--- config.mk ---
export PLATFORM = sky130hd
export DESIGN_NAME = seq_bit_serializer
export DESIGN_NICKNAME = d
export VERILOG_FILES = /design/src/rtl/seq_bit_serializer.sv
export SDC_FILE = /design/constraint.sdc
export NUM_CORES = 1
export LEC_CHECK = 0
export BUFFER_PORTS_ARGS = -buffer_cell sky130_fd_sc_hd__buf_2
export CORE_MARGIN = 5
export CORE_UTILIZATION = 50
export CTS_CLUSTER_DIAMETER = 100
export DETAILED_ROUTE_END_ITERATION = 8
export PLACE_DENSITY = 0.78
export SYNTH_ARGS = -nofsm -noshare
export SYNTH_HDL_FRONTEND = slang
export SYNTH_SLANG_ARGS = --single-unit
--- constraint.sdc ---
create_clock -name clk -period 2.1 [get_ports clk]
set_input_delay 0.105 -clock clk [delete_from_list [all_inputs] [get_ports clk]]
set_output_delay 0.105 -clock clk [all_outputs]
set_load 0.1 [all_outputs]
--- src/rtl/seq_bit_serializer.sv ---
// Parallel-in/serial-out stage: buffers WIDTH-bit words in a small FIFO and
// emits them MSB-first, one bit per clock, with no gap between queued words.
module seq_bit_serializer #(
    parameter int unsigned WIDTH    = 8,
    parameter int unsigned DEPTH    = 4,
    parameter logic        IDLE_BIT = 1'b0
) (
    input  logic             clk,
    input  logic             rst,
    input  logic [WIDTH-1:0] din,
    input  logic             din_valid,
    output logic             din_ready,
    output logic             out,
    output logic             out_valid,
    output logic             busy,
    output logic [15:0]      word_cnt
);

    localparam int unsigned AW = $clog2(DEPTH);
    localparam int unsigned CW = $clog2(WIDTH);

    typedef enum logic {
        ST_IDLE,
        ST_SHIFT
    } state_e;

    logic [WIDTH-1:0] mem_q [DEPTH];
    logic [AW:0]      wr_ptr_q, wr_ptr_d;
    logic [AW:0]      rd_ptr_q, rd_ptr_d;
    logic [15:0]      word_cnt_q, word_cnt_d;
    state_e           state_q;
    logic [WIDTH-1:0] sr_q;
    logic [CW-1:0]    bit_cnt_q;
    logic             out_q;
    logic             out_valid_q;

    logic             fifo_empty;
    logic             fifo_full;
    logic             push;
    logic             pop;
    logic             last_bit;
    logic [WIDTH-1:0] head_word;

    // Extra pointer MSB distinguishes full (wrapped once) from empty.
    assign fifo_empty = (wr_ptr_q == rd_ptr_q);
    assign fifo_full  = (wr_ptr_q[AW] != rd_ptr_q[AW]) &&
                        (wr_ptr_q[AW-1:0] == rd_ptr_q[AW-1:0]);

    assign last_bit  = (state_q == ST_SHIFT) && (bit_cnt_q == '0);
    assign push      = din_valid && !fifo_full;
    assign pop       = !fifo_empty && ((state_q == ST_IDLE) || last_bit);
    assign head_word = mem_q[rd_ptr_q[AW-1:0]];

    always_comb begin
        // NOTE: every _d takes its hold value first, so no path can infer a latch.
        wr_ptr_d   = wr_ptr_q;
        rd_ptr_d   = rd_ptr_q;
        word_cnt_d = word_cnt_q;
        if (push) begin
            wr_ptr_d = wr_ptr_q + (AW+1)'(1);
        end
        if (pop) begin
            rd_ptr_d = rd_ptr_q + (AW+1)'(1);
        end
        if (last_bit) begin
            word_cnt_d = word_cnt_q + 16'd1;
        end
    end

    // NOTE: the storage array is deliberately not reset; the pointers define validity.
    always_ff @(posedge clk) begin
        if (push) begin
            mem_q[wr_ptr_q[AW-1:0]] <= din;
        end
    end

    always_ff @(posedge clk or posedge rst) begin
        if (rst) begin
            wr_ptr_q    <= '0;
            rd_ptr_q    <= '0;
            word_cnt_q  <= '0;
            state_q     <= ST_IDLE;
            sr_q        <= '0;
            bit_cnt_q   <= '0;
            out_q       <= IDLE_BIT;
            out_valid_q <= 1'b0;
        end else begin
            // NOTE: non-blocking assignments keep every register sampling pre-edge values.
            wr_ptr_q   <= wr_ptr_d;
            rd_ptr_q   <= rd_ptr_d;
            word_cnt_q <= word_cnt_d;
            if (pop) begin
                state_q     <= ST_SHIFT;
                sr_q        <= head_word;
                bit_cnt_q   <= CW'(WIDTH - 1);
                out_q       <= head_word[WIDTH-1];
                out_valid_q <= 1'b1;
            end else if (state_q == ST_SHIFT && bit_cnt_q != '0) begin
                sr_q      <= sr_q << 1;
                bit_cnt_q <= bit_cnt_q - CW'(1);
                out_q     <= sr_q[WIDTH-2];
            end else if (state_q == ST_SHIFT) begin
                state_q     <= ST_IDLE;
                out_q       <= IDLE_BIT;
                out_valid_q <= 1'b0;
            end
        end
    end

    assign din_ready = !fifo_full;
    assign out       = out_q;
    assign out_valid = out_valid_q;
    assign busy      = !fifo_empty || (state_q == ST_SHIFT);
    assign word_cnt  = word_cnt_q;

endmodule

# --- Word-level counts from Yosys, hierarchy flattened ---
# Memory sizes are Yosys's and may differ from the RTL's.
# Index checks and enable logic that the tools add are counted.
# W data, S select, Z words.
word_totals:
  word_cells: 46
  ramBits: 32
  inputBits: 11
  memories: 1
  reg_bits: 35
  out_inout_bits: 20
memory_table:
  columns: ["memory", "words", "word_bits", "rd", "rd_clocked_by_memory_dff", "wr", "line_no", "text"]
  rows:
  - ["mem_q", 4, 8, 1, 0, 1, "27", "logic [WIDTH-1:0] mem_q [DEPTH];"]
classes:
  n_eq_ne: 4
  bitwise: 1
  muxes: 13
  reduce_logical: 15
  addsub: 4
op_table:
  columns: ["operator", "count"]
  rows:
  - ["$add A16 B1 Y16 const B", 1]
  - ["$mux W7", 2]
  - ["$mux W1", 9]
  - ["$add A3 B1 Y3 const B", 2]
  - ["$mux W3", 2]
  - ["$reduce_bool A3 Y1", 2]
  - ["$logic_and A1 B1 Y1", 5]
  - ["$reduce_bool A2 Y1", 2]
  - ["$eq A3 B3 Y1", 1]
  - ["$logic_not A3 Y1", 1]
  - ["$sub A3 B1 Y3 const B", 1]
  - ["$eq A2 B2 Y1", 1]
  - ["$logic_not A1 Y1", 2]
  - ["$logic_or A1 B1 Y1", 2]
  - ["$ne A2 B2 Y1 const B", 1]
  - ["$reduce_and A2 Y1", 1]
  - ["$ne A1 B1 Y1", 1]
  - ["$not A1 Y1", 1]

# --- Logic depth before layout (Yosys ltp) ---
# Gate-level depths: netlist of run 1.
logic_depth:
  ltp_word: 6
  depth_mapped: 8
  mapped_depth_nobuf: 7

# --- Worst setup path before layout of run 1 ---
# No wires, ideal clock.
synth_timing:
  path_type: "reg2reg"
  startpoint: "register word_cnt_q[4] (netlist: word_cnt[4])"
  endpoint: "register word_cnt_q[15] (netlist: word_cnt[15])"
  required_time_ns: 1.942
  arrival_time_ns: 1.994
  path_stages_with_launch: 5
  setup_ns: 0.158
  path_buffers: 0
  slack_ns: -0.051
  period_less_slack_ns: 2.151
  cell_sequence: "dfrtp_1 > nand4_1 > nor3_2 > nand4_1 > xnor2_1"
synth_between:
  elab_chain_len: 1
synth_rtl:
  columns: ["element", "line_no", "text"]
  rows:
  - ["start, declared", "30", "logic [15:0] word_cnt_q, word_cnt_d;"]
  - ["start signal, assigned", "91", "word_cnt_q <= word_cnt_d;"]
  - ["$add A16 B1 Y16", "66", "word_cnt_d = word_cnt_q + 16'd1;"]
# Every way passes these cells.
# A chain may end at the register's enable or synchronous reset.

# --- Final worst setup path of run 1 ---
layout_timing:
  startpoint: "register rd_ptr_q[2]"
  endpoint: "output busy"
layout_between:
  elab_chain_len: 3
layout_rtl:
  columns: ["element", "line_no", "text"]
  rows:
  - ["start, declared", "29", "logic [AW:0] rd_ptr_q, rd_ptr_d;"]
  - ["start signal, assigned", "90", "rd_ptr_q <= rd_ptr_d;"]
  - ["$eq A3 B3 Y1", "45", "assign fifo_empty = (wr_ptr_q == rd_ptr_q);"]
  - ["$logic_not A1 Y1", "113", "assign busy = !fifo_empty || (state_q == ST_SHIFT);"]
  - ["$logic_or A1 B1 Y1", "113", null]
  - ["end, declared", "15", "output logic busy,"]
# Every way passes these cells.

==> flow_metrics.py, run 1 <==
metrics = {
    "finish": {
        "syn2layout_area_growth_pct": 17.7,
        "diodes": 0,
        "fin_nets": 261,
        "fin_cells": 319,
        "final_layout_size_suffix_gt1_frac": 0.267,
    },
    "placed_design": {
        "numPortBuffers": 30,
        "place_congestion": 0.720,
        "dpl_worst_slack_ps": 254,
        "dp.cells": 294,
        "dp_hpwl_mm": 3.22,
    },
    "sta": {
        "tightest_slew_ps": 491,
        "finalMaxSlewViolations": 0,
        "fin_skew_ps": 9.26,
        "finalHoldViolCount": 0,
        "layout_min_cycle_time_ps": 1960,
        "fmax_mhz": 509,
        "post-route-period-util": 0.935,
        "rsz0062_at_grt": "false",
        "slew_headroom": 0.675,
        "tns_ps": 0,
        "setup_viol": 0,
        "timing.final.ws_setup_ps": 137,
        "hold-worst-slack_ps": 154,
    },
    "drt": {
        "viasPerCell": 5.01,
        "drt_wl_total_mm": 4.70,
        "antenna_left": 0,
        "drc": 0,
        "dr_total_vias": 1598,
        "drtIter0Drc": 84,
        "drt-pass1-iter-count": 4,
        "wl_per_cell_um": 14.7,
    },
    "worst_setup_path": {
        "critPathMaxFanout": 8,
        "crit_type": "reg -> out",
        "r2r_cells": 3,
        "rrSetupSlack_ps": 280,
        "r2r_start": "wr_ptr_q[0]",
        "r2r-end": "mem_q[2][7]",
        "start_kind": "flip-flop",
        "cp-end-kind": "output pin",
        "cp_data_arrival_time_ps": 1860,
        "cp.required_ps": 2000,
    },
    "synth": {
        "async_flop_share": 0.522,
        "synth_top_area_frac": 0.330,
        "synthTopCellsByArea": "edfxtp_1 33%, dfrtp_1 30%, mux4_1 6.3%, xnor2_1 3.9%, ha_1 3.4%",
        "synth_edf_count": 32,
        "ys_top_cells_by_count": "35 x dfrtp_1, 32 x edfxtp_1, 13 x nand2_1, 13 x xnor2_1, 9 x mux2i_1",
        "synth_cell_types": 34,
        "avgSynthCellArea_um2": 15.0,
        "synthCells": 194,
        "yosysSeqAreaShare": 0.630,
        "synth_area_leader_cell": "edfxtp_1",
        "synth_ff_type": "dfrtp_1",
        "synth-seq-cells": 67,
        "synth_fp_nets": 213,
        "yosysMostFrequentCell": "dfrtp_1",
        "syn_area_um2": 2920,
        "ys_warn_count": 0,
    },
    "grt": {
        "grt_pass1_vias": 1621,
        "grt_pass1_wl_mm": 7.93,
        "antenna_found_initial": 0,
        "grt-ovfl-total": 0,
        "grt_use_total": 0.141,
        "grt_max_degree": 36,
    },
    "pwr": {
        "total_power_mw": 4.94,
        "pwr_density_cell_nw_per_um2": 1440,
        "leakage_nw": 1.49,
        "ir_drop_mv": 0.920,
    },
    "min_path": {
        "min_to": "wr_ptr_q[0]",
        "min_path_type": "in -> reg",
        "hold_depth": 4,
        "hold_path.startpoint": "din_valid",
    },
    "floorplan": {
        "io_pins": 31,
        "std_cell_rows": 27,
        "die_y_um": 86.4,
        "design.die.area_um2": 7460,
        "start_util": 0.523,
        "die_w_um": 86.4,
        "coreArea_um2": 5570,
    },
    "clock_tree": {
        "root_buffer": "clkbuf_8",
        "path_clk_slew_ps": 80,
        "cts_tree": "built",
        "clockBufferDepth": 2,
        "cts_made_buffers": 9,
        "clock_sinks": 67,
        "htree_num_levels": 3,
        "clock_latency_ps": 340,
    },
    "job": {
        "maxCapViolCount": 0,
    },
    "run_status": {
        "status": "finished clean",
    },
}
==> area by class of cell <==
class                           instances  area [um2]
Fill cell                             446        2140
Sequential cell                        67        1840
Multi-Input combinational cell        112         991
Timing Repair Buffer                   44         280
Clock buffer                            9         124
Tap cell                               72        90.1
Clock inverter                          7        75.1
Inverter                                8        30.0
==> where the power goes <==
part           internal (mW)  switching [mW]  total [mW]
registers               1.73           0.208        1.94
logic                  0.714            1.23        1.94
clock network          0.553           0.508        1.06
total                   3.00            1.94        4.94
==> cells by family after synthesis <==
kind of cell	Yosys count	synth area share
simple gates	49	0.0918
compound gates	14	0.0279
xor+xnor	22	0.0751
fa+ha+maj	8	0.0343
mux	19	0.111
buf+inv	15	0.0300
flops	67	0.630
==> sequential cells by signal, summed over array words and instances (netlist names) <==
signal     cells
state_q        1
mem_q         32
out_valid      1
out            1
rd_ptr_q       3
wr_ptr_q       3
word_cnt      16
bit_cnt_q      3
sr_q           7
==> through the flow <==
| step | util | cell area [um2] |
|---|---|---|
| floorplan | - | 2920 |
| global placement | 0.563 | 3140 |
| detailed placement | 0.563 | 3140 |
| CTS | 0.613 | 3420 |
| global route | 0.616 | 3430 |
| finish | 0.616 | 3430 |
==> worst max-delay path, cell delays in order (launching register included) <==
cell	delay, ps
dfrtp_1	410
xor2_1	200
nand3b_1	340
or2_1	290
clkbuf_4	280
==> worst max-delay path by stage <==
stage / cells after the start / endpoint / from / slack (ps)
6_report: 4 / busy / rd_ptr_q[2] / 140
5_1_grt: 4 / busy / rd_ptr_q[2] / 20
4_1_cts: 4 / busy / rd_ptr_q[2] / 70
3_5_place_dp: 3 / mem_q[2][4] / wr_ptr_q[0] / 250
3_3_place_gp: 7 / word_cnt[14] / bit_cnt_q[0] / 320
2_1_floorplan: 4 / word_cnt[15] / word_cnt[6] / 20
==> placed cells by master (no fill, tap or decap), types with 8 or more instances in the layout <==
cell,Yosys,final
dfrtp_1,35,31
buf_2,1,29
edfxtp_1,32,32
ha_1,8,8
inv_1,8,8
dlygate4sd3_1,0,9
mux2i_1,9,9
xnor2_1,13,13
clkbuf_8,0,9
nand2_1,13,13
==> layer usage <==
layer | vias to the layer above | part of all wire | global-route usage
met5 | - | 0 | 0
met4 | 0 | 0.012 | 0.0510
met3 | 5 | 0.056 | 0.0608
met2 | 36 | 0.48 | 0.216
met1 | 766 | 0.45 | 0.179
li1 | 791 | - | -
==> what timing repair did <==
item                       in CTS  in global routing
gates resized for setup         0                  1
hold buffers                    8                  1
setup endpoints to repair       0                  1
hold endpoints to repair       63                  2
setup buffers                   0                  0
No activity file was read; power rests on OpenSTA's default activity.
==> run 2: changes to the inputs <==
CORE_UTILIZATION = 40   (was 50)
PLACE_DENSITY = 0.66   (was 0.78)
==> flow_metrics.py, run 2 (synthesized netlist as in run 1, its figures left out) <==
metrics = {
    "pwr": {
        "leakage_nw": 1.52,
        "ir_drop_mv": 0.616,
        "pwr_density_cell_nw_per_um2": 1490,
        "total_power_mw": 5.24,
    },
    "sta": {
        "tightest_slew_ps": 855,
        "slew_headroom": 0.430,
        "hold-worst-slack_ps": 159,
        "finalMaxSlewViolations": 0,
        "post-route-period-util": 0.912,
        "rsz0062_at_grt": "false",
        "fmax_mhz": 522,
        "tns_ps": 0,
        "timing.final.ws_setup_ps": 184,
        "setup_viol": 0,
        "layout_min_cycle_time_ps": 1920,
        "finalHoldViolCount": 0,
        "fin_skew_ps": 7.90,
    },
    "clock_tree": {
        "clock_latency_ps": 340,
        "cts_made_buffers": 9,
        "postCtsResizedCells": 0,
        "path_clk_slew_ps": 80,
        "cts_tree": "built",
        "htree_num_levels": 3,
        "clock_sinks": 67,
        "root_buffer": "clkbuf_8",
        "clockBufferDepth": 2,
    },
    "drt": {
        "viasPerCell": 4.75,
        "drtIter0Drc": 75,
        "drt-pass1-iter-count": 4,
        "drt_wl_total_mm": 4.95,
        "drc": 0,
        "antenna_left": 0,
        "wl_per_cell_um": 14.2,
        "dr_total_vias": 1653,
    },
    "finish": {
        "fin_nets": 263,
        "diodes": 0,
        "mostFrequentLayoutCells": "32 x edfxtp_1, 31 x dfrtp_1, 30 x buf_2",
        "post-route-util": 0.492,
        "design_area_um2": 3530,
        "final_layout_size_suffix_gt1_frac": 0.273,
        "fin_cells": 348,
        "largest_reg_flops": 32,
        "syn2layout_area_growth_pct": 21.0,
        "final_common_cell": "edfxtp_1",
        "num-fill-cells": 635,
    },
    "floorplan": {
        "die_y_um": 95.4,
        "start_util": 0.406,
        "std_cell_rows": 31,
        "coreArea_um2": 7180,
        "die_w_um": 95.4,
        "io_pins": 31,
        "design.die.area_um2": 9100,
    },
    "placed_design": {
        "dp_hpwl_mm": 3.40,
        "dp.cells": 323,
        "dpl_cell_area_um2": 3190,
        "dpl_worst_slack_ps": 243,
        "place_congestion": 0.697,
        "numPortBuffers": 30,
    },
    "min_path": {
        "min_path_type": "in -> reg",
        "hold_path.startpoint": "din_valid",
        "min_to": "wr_ptr_q[0]",
        "hold_depth": 4,
    },
    "worst_setup_path": {
        "r2r-end": "word_cnt[10]",
        "crit_start": "rd_ptr_q[2]",
        "cp.required_ps": 2000,
        "r2r_cells": 7,
        "start_kind": "flip-flop",
        "r2r_start": "bit_cnt_q[0]",
        "cp-end-kind": "output pin",
        "critPathMaxFanout": 4,
        "crit_type": "reg -> out",
        "rrSetupSlack_ps": 260,
        "cp_data_arrival_time_ps": 1810,
    },
    "run_status": {
        "status": "finished clean",
    },
    "grt": {
        "grt-ovfl-total": 0,
        "antenna_found_initial": 0,
        "grt_use_total": 0.124,
        "grt_pass1_wl_mm": 8.33,
        "grt_pass1_vias": 1694,
        "grt_max_degree": 24,
    },
    "job": {
        "maxCapViolCount": 0,
    },
}
run 2: changes by cell type in the layout (fill, tap and decap cells not counted), sizes merged:
cell | previous run | this run
clkinvlp | 3 | 1
bufinv | 1 | 3
clkbuf | 10 | 9
buf | 34 | 37
run 2: layout make-up:
type / instances / area (um2) / area share
Sequential cell: 67 / 1840 / 0.522
Multi-Input combinational cell: 112 / 991 / 0.281
Timing Repair Buffer: 46 / 293 / 0.0830
Clock buffer: 9 / 124 / 0.0351
Clock inverter: 7 / 124 / 0.0351
Tap cell: 99 / 124 / 0.0351
Inverter: 8 / 30.0 / 0.00851
run 2: report_power, final:
part | switching [mW] | internal (mW)
Clock | 0.529 | 0.799
Sequential | 0.213 | 1.73
Combinational | 1.24 | 0.732
run 2: worst max path at each step:
stage	to	depth (start not counted)
after floorplan	word_cnt[15]	4
after global placement	word_cnt[14]	7
after detailed placement	word_cnt[14]	7
after CTS	busy	4
after global routing	busy	4
final	busy	4
run 2: repair_timing:
item | 4_1_cts | 5_1_grt
setup buffers | 0 | 0
endpoints found under the hold margin | 53 | 0
hold buffers | 9 | 0
run 2: worst max-delay path, cell delays in order (launching register included):
cell and delay, ps:
dfrtp_1 410, xor2_1 290, nand3b_1 230, or2_1 120
buf_2 420
run 2: metal layers:
layer  global-route usage  up-vias  share of wire
met3               0.0505        5          0.063
met2                0.201       38           0.47
met1                0.150      814           0.46
li1                     -      796              -
met4               0.0427        0         0.0075
met5                    0        -              0
==> run 3: changes to the inputs <==
CORE_UTILIZATION = 58   (was 40)
PLACE_DENSITY = 0.87   (was 0.66)
==> flow_metrics.py, run 3 (synthesized netlist as in run 1, its figures left out) <==
metrics = {
    "finish": {
        "final_layout_size_suffix_gt1_frac": 0.263,
        "seqCellArea_um2": 1840,
        "diodes": 0,
        "fin_nets": 261,
        "largest_reg_flops": 32,
        "multiInputGateArea_um2": 991,
        "syn2layout_area_growth_pct": 18.1,
        "fin_cells": 314,
        "final_common_cell": "edfxtp_1",
        "num-fill-cells": 328,
        "mostFrequentLayoutCells": "32 x edfxtp_1, 31 x dfrtp_1, 29 x buf_2",
    },
    "min_path": {
        "hold_depth": 4,
        "min_to": "wr_ptr_q[0]",
        "min_path_type": "in -> reg",
        "hold_path.startpoint": "din_valid",
    },
    "worst_setup_path": {
        "cp.required_ps": 2000,
        "r2r-end": "word_cnt[10]",
        "r2r_start": "bit_cnt_q[0]",
        "crit_start": "rd_ptr_q[2]",
        "worstPathCellList": "xor2_1 > nand3b_1 > or2_1 > clkbuf_4",
        "crit_buf_inv": 1,
        "r2r_cells": 7,
        "critPathSlowestCell": "dfrtp_1",
        "start_kind": "flip-flop",
        "critPathMaxFanout": 7,
        "path_delay_family": "simple AND/OR/NAND/NOR gates",
        "cp-end-kind": "output pin",
        "critPathMaxStageDelay_ps": 400,
        "rrSetupSlack_ps": 270,
        "crit_type": "reg -> out",
        "cp_data_arrival_time_ps": 1800,
    },
    "grt": {
        "grt_max_degree": 36,
        "grt_busiest_layer": "met2",
        "globalRouteMet2Util": 0.290,
        "grt_use_met1": 0.206,
        "grt_use_total": 0.170,
        "grt-ovfl-total": 0,
        "grt_pass1_vias": 1692,
        "grt_pass1_wl_mm": 8.13,
        "gr-usage-met3": 0.0355,
        "antenna_found_initial": 0,
    },
    "placed_design": {
        "dp.cells": 289,
        "numPortBuffers": 30,
        "dp_hpwl_mm": 3.31,
        "place_congestion": 0.691,
        "dpl_worst_slack_ps": 264,
    },
    "clock_tree": {
        "root_buffer": "clkbuf_8",
        "path_clk_slew_ps": 70,
        "post-cts-setup-buffers": 0,
        "clock_sinks": 67,
        "clockBufferDepth": 2,
        "clock_latency_ps": 340,
        "htree_num_levels": 3,
        "cts_tree": "built",
        "cts_made_buffers": 9,
    },
    "sta": {
        "finalHoldViolCount": 0,
        "hold-worst-slack_ps": 153,
        "setup_viol": 0,
        "rsz0062_at_grt": "false",
        "tightest_slew_ps": 489,
        "layout_min_cycle_time_ps": 1910,
        "finalMaxSlewViolations": 0,
        "post-route-period-util": 0.908,
        "timing.final.ws_setup_ps": 193,
        "fmax_mhz": 524,
        "slew_headroom": 0.676,
        "tns_ps": 0,
        "fin_skew_ps": 9.48,
    },
    "drt": {
        "viasPerCell": 5.16,
        "drc": 0,
        "antenna_left": 0,
        "drt_wl_total_mm": 4.97,
        "drtIter0Drc": 116,
        "drt-pass1-iter-count": 4,
        "wl_per_cell_um": 15.8,
        "dr_total_vias": 1619,
    },
    "job": {
        "maxCapViolCount": 0,
    },
    "floorplan": {
        "design.die.area_um2": 6540,
        "start_util": 0.609,
        "die_w_um": 80.9,
        "io_pins": 31,
        "std_cell_rows": 25,
        "die_y_um": 80.9,
        "coreArea_um2": 4790,
    },
    "pwr": {
        "pwr_density_cell_nw_per_um2": 1470,
        "leakage_nw": 1.50,
        "ir_drop_mv": 1.17,
    },
    "run_status": {
        "status": "finished clean",
    },
}
[run 3: changes by cell type in the layout (fill, tap and decap cells not counted)]
cell | previous run | this run
buf_2 | 30 | 29
clkinvlp_4 | 1 | 2
buf_4 | 7 | 5
bufinv_16 | 3 | 2
clkbuf_4 | 0 | 1
clkinv_2 | 0 | 1
clkinv_1 | 0 | 1
inv_6 | 2 | 0
[run 3: stage by stage]
stage               area [um2]  power [mW]   util
floorplan                 2920        3.61      -
global placement          3130        3.83  0.655
detailed placement        3130        3.92  0.655
CTS                       3440        5.09  0.719
global route              3440        5.33  0.719
finish                    3440        5.05  0.719
[run 3: repair_timing]
| item | 4_1_cts | 5_1_grt |
|---|---|---|
| endpoints found under the setup margin | 0 | 1 |
| hold endpoints to repair | 67 | 0 |
| gates resized for setup | 0 | 1 |
| hold buffers | 9 | 0 |
[run 3: power breakdown]
group,switching [mW],internal (mW),leakage [nW]
combinational,1.22,0.716,0.656
sequential,0.219,1.74,0.737
clock,0.498,0.664,0.103
[run 3: layout make-up]
| cell class | count | area share |
|---|---|---|
| Multi-Input combinational cell | 112 | 0.288 |
| Timing Repair Buffer | 44 | 0.0814 |
| Clock inverter | 7 | 0.0269 |
| Sequential cell | 67 | 0.535 |
| Inverter | 8 | 0.00872 |
| Clock buffer | 9 | 0.0360 |
| Tap cell | 67 | 0.0243 |
[run 3: routing by layer]
layer	vias up	part of all wire
li1	796	-
met4	0	0.018
met5	-	0
met3	9	0.046
met1	777	0.43
met2	37	0.50
[run 3: how the worst max path moves through the flow]
stage	end	depth (start not counted)
CTS	busy	4
floorplan	word_cnt[15]	4
global route	busy	4
finish	busy	4
detailed placement	word_cnt[10]	7
global placement	word_cnt[10]	7
[run 3: worst reg2reg max path: cells and delay by family, from the launching register on]
kind	cells	cell delay [ps]
AND/OR/NAND/NOR	3	720
buffers and inverters	1	70
flip-flops	1	400
adder cells (fa/ha/maj)	2	400
XOR/XNOR	1	170
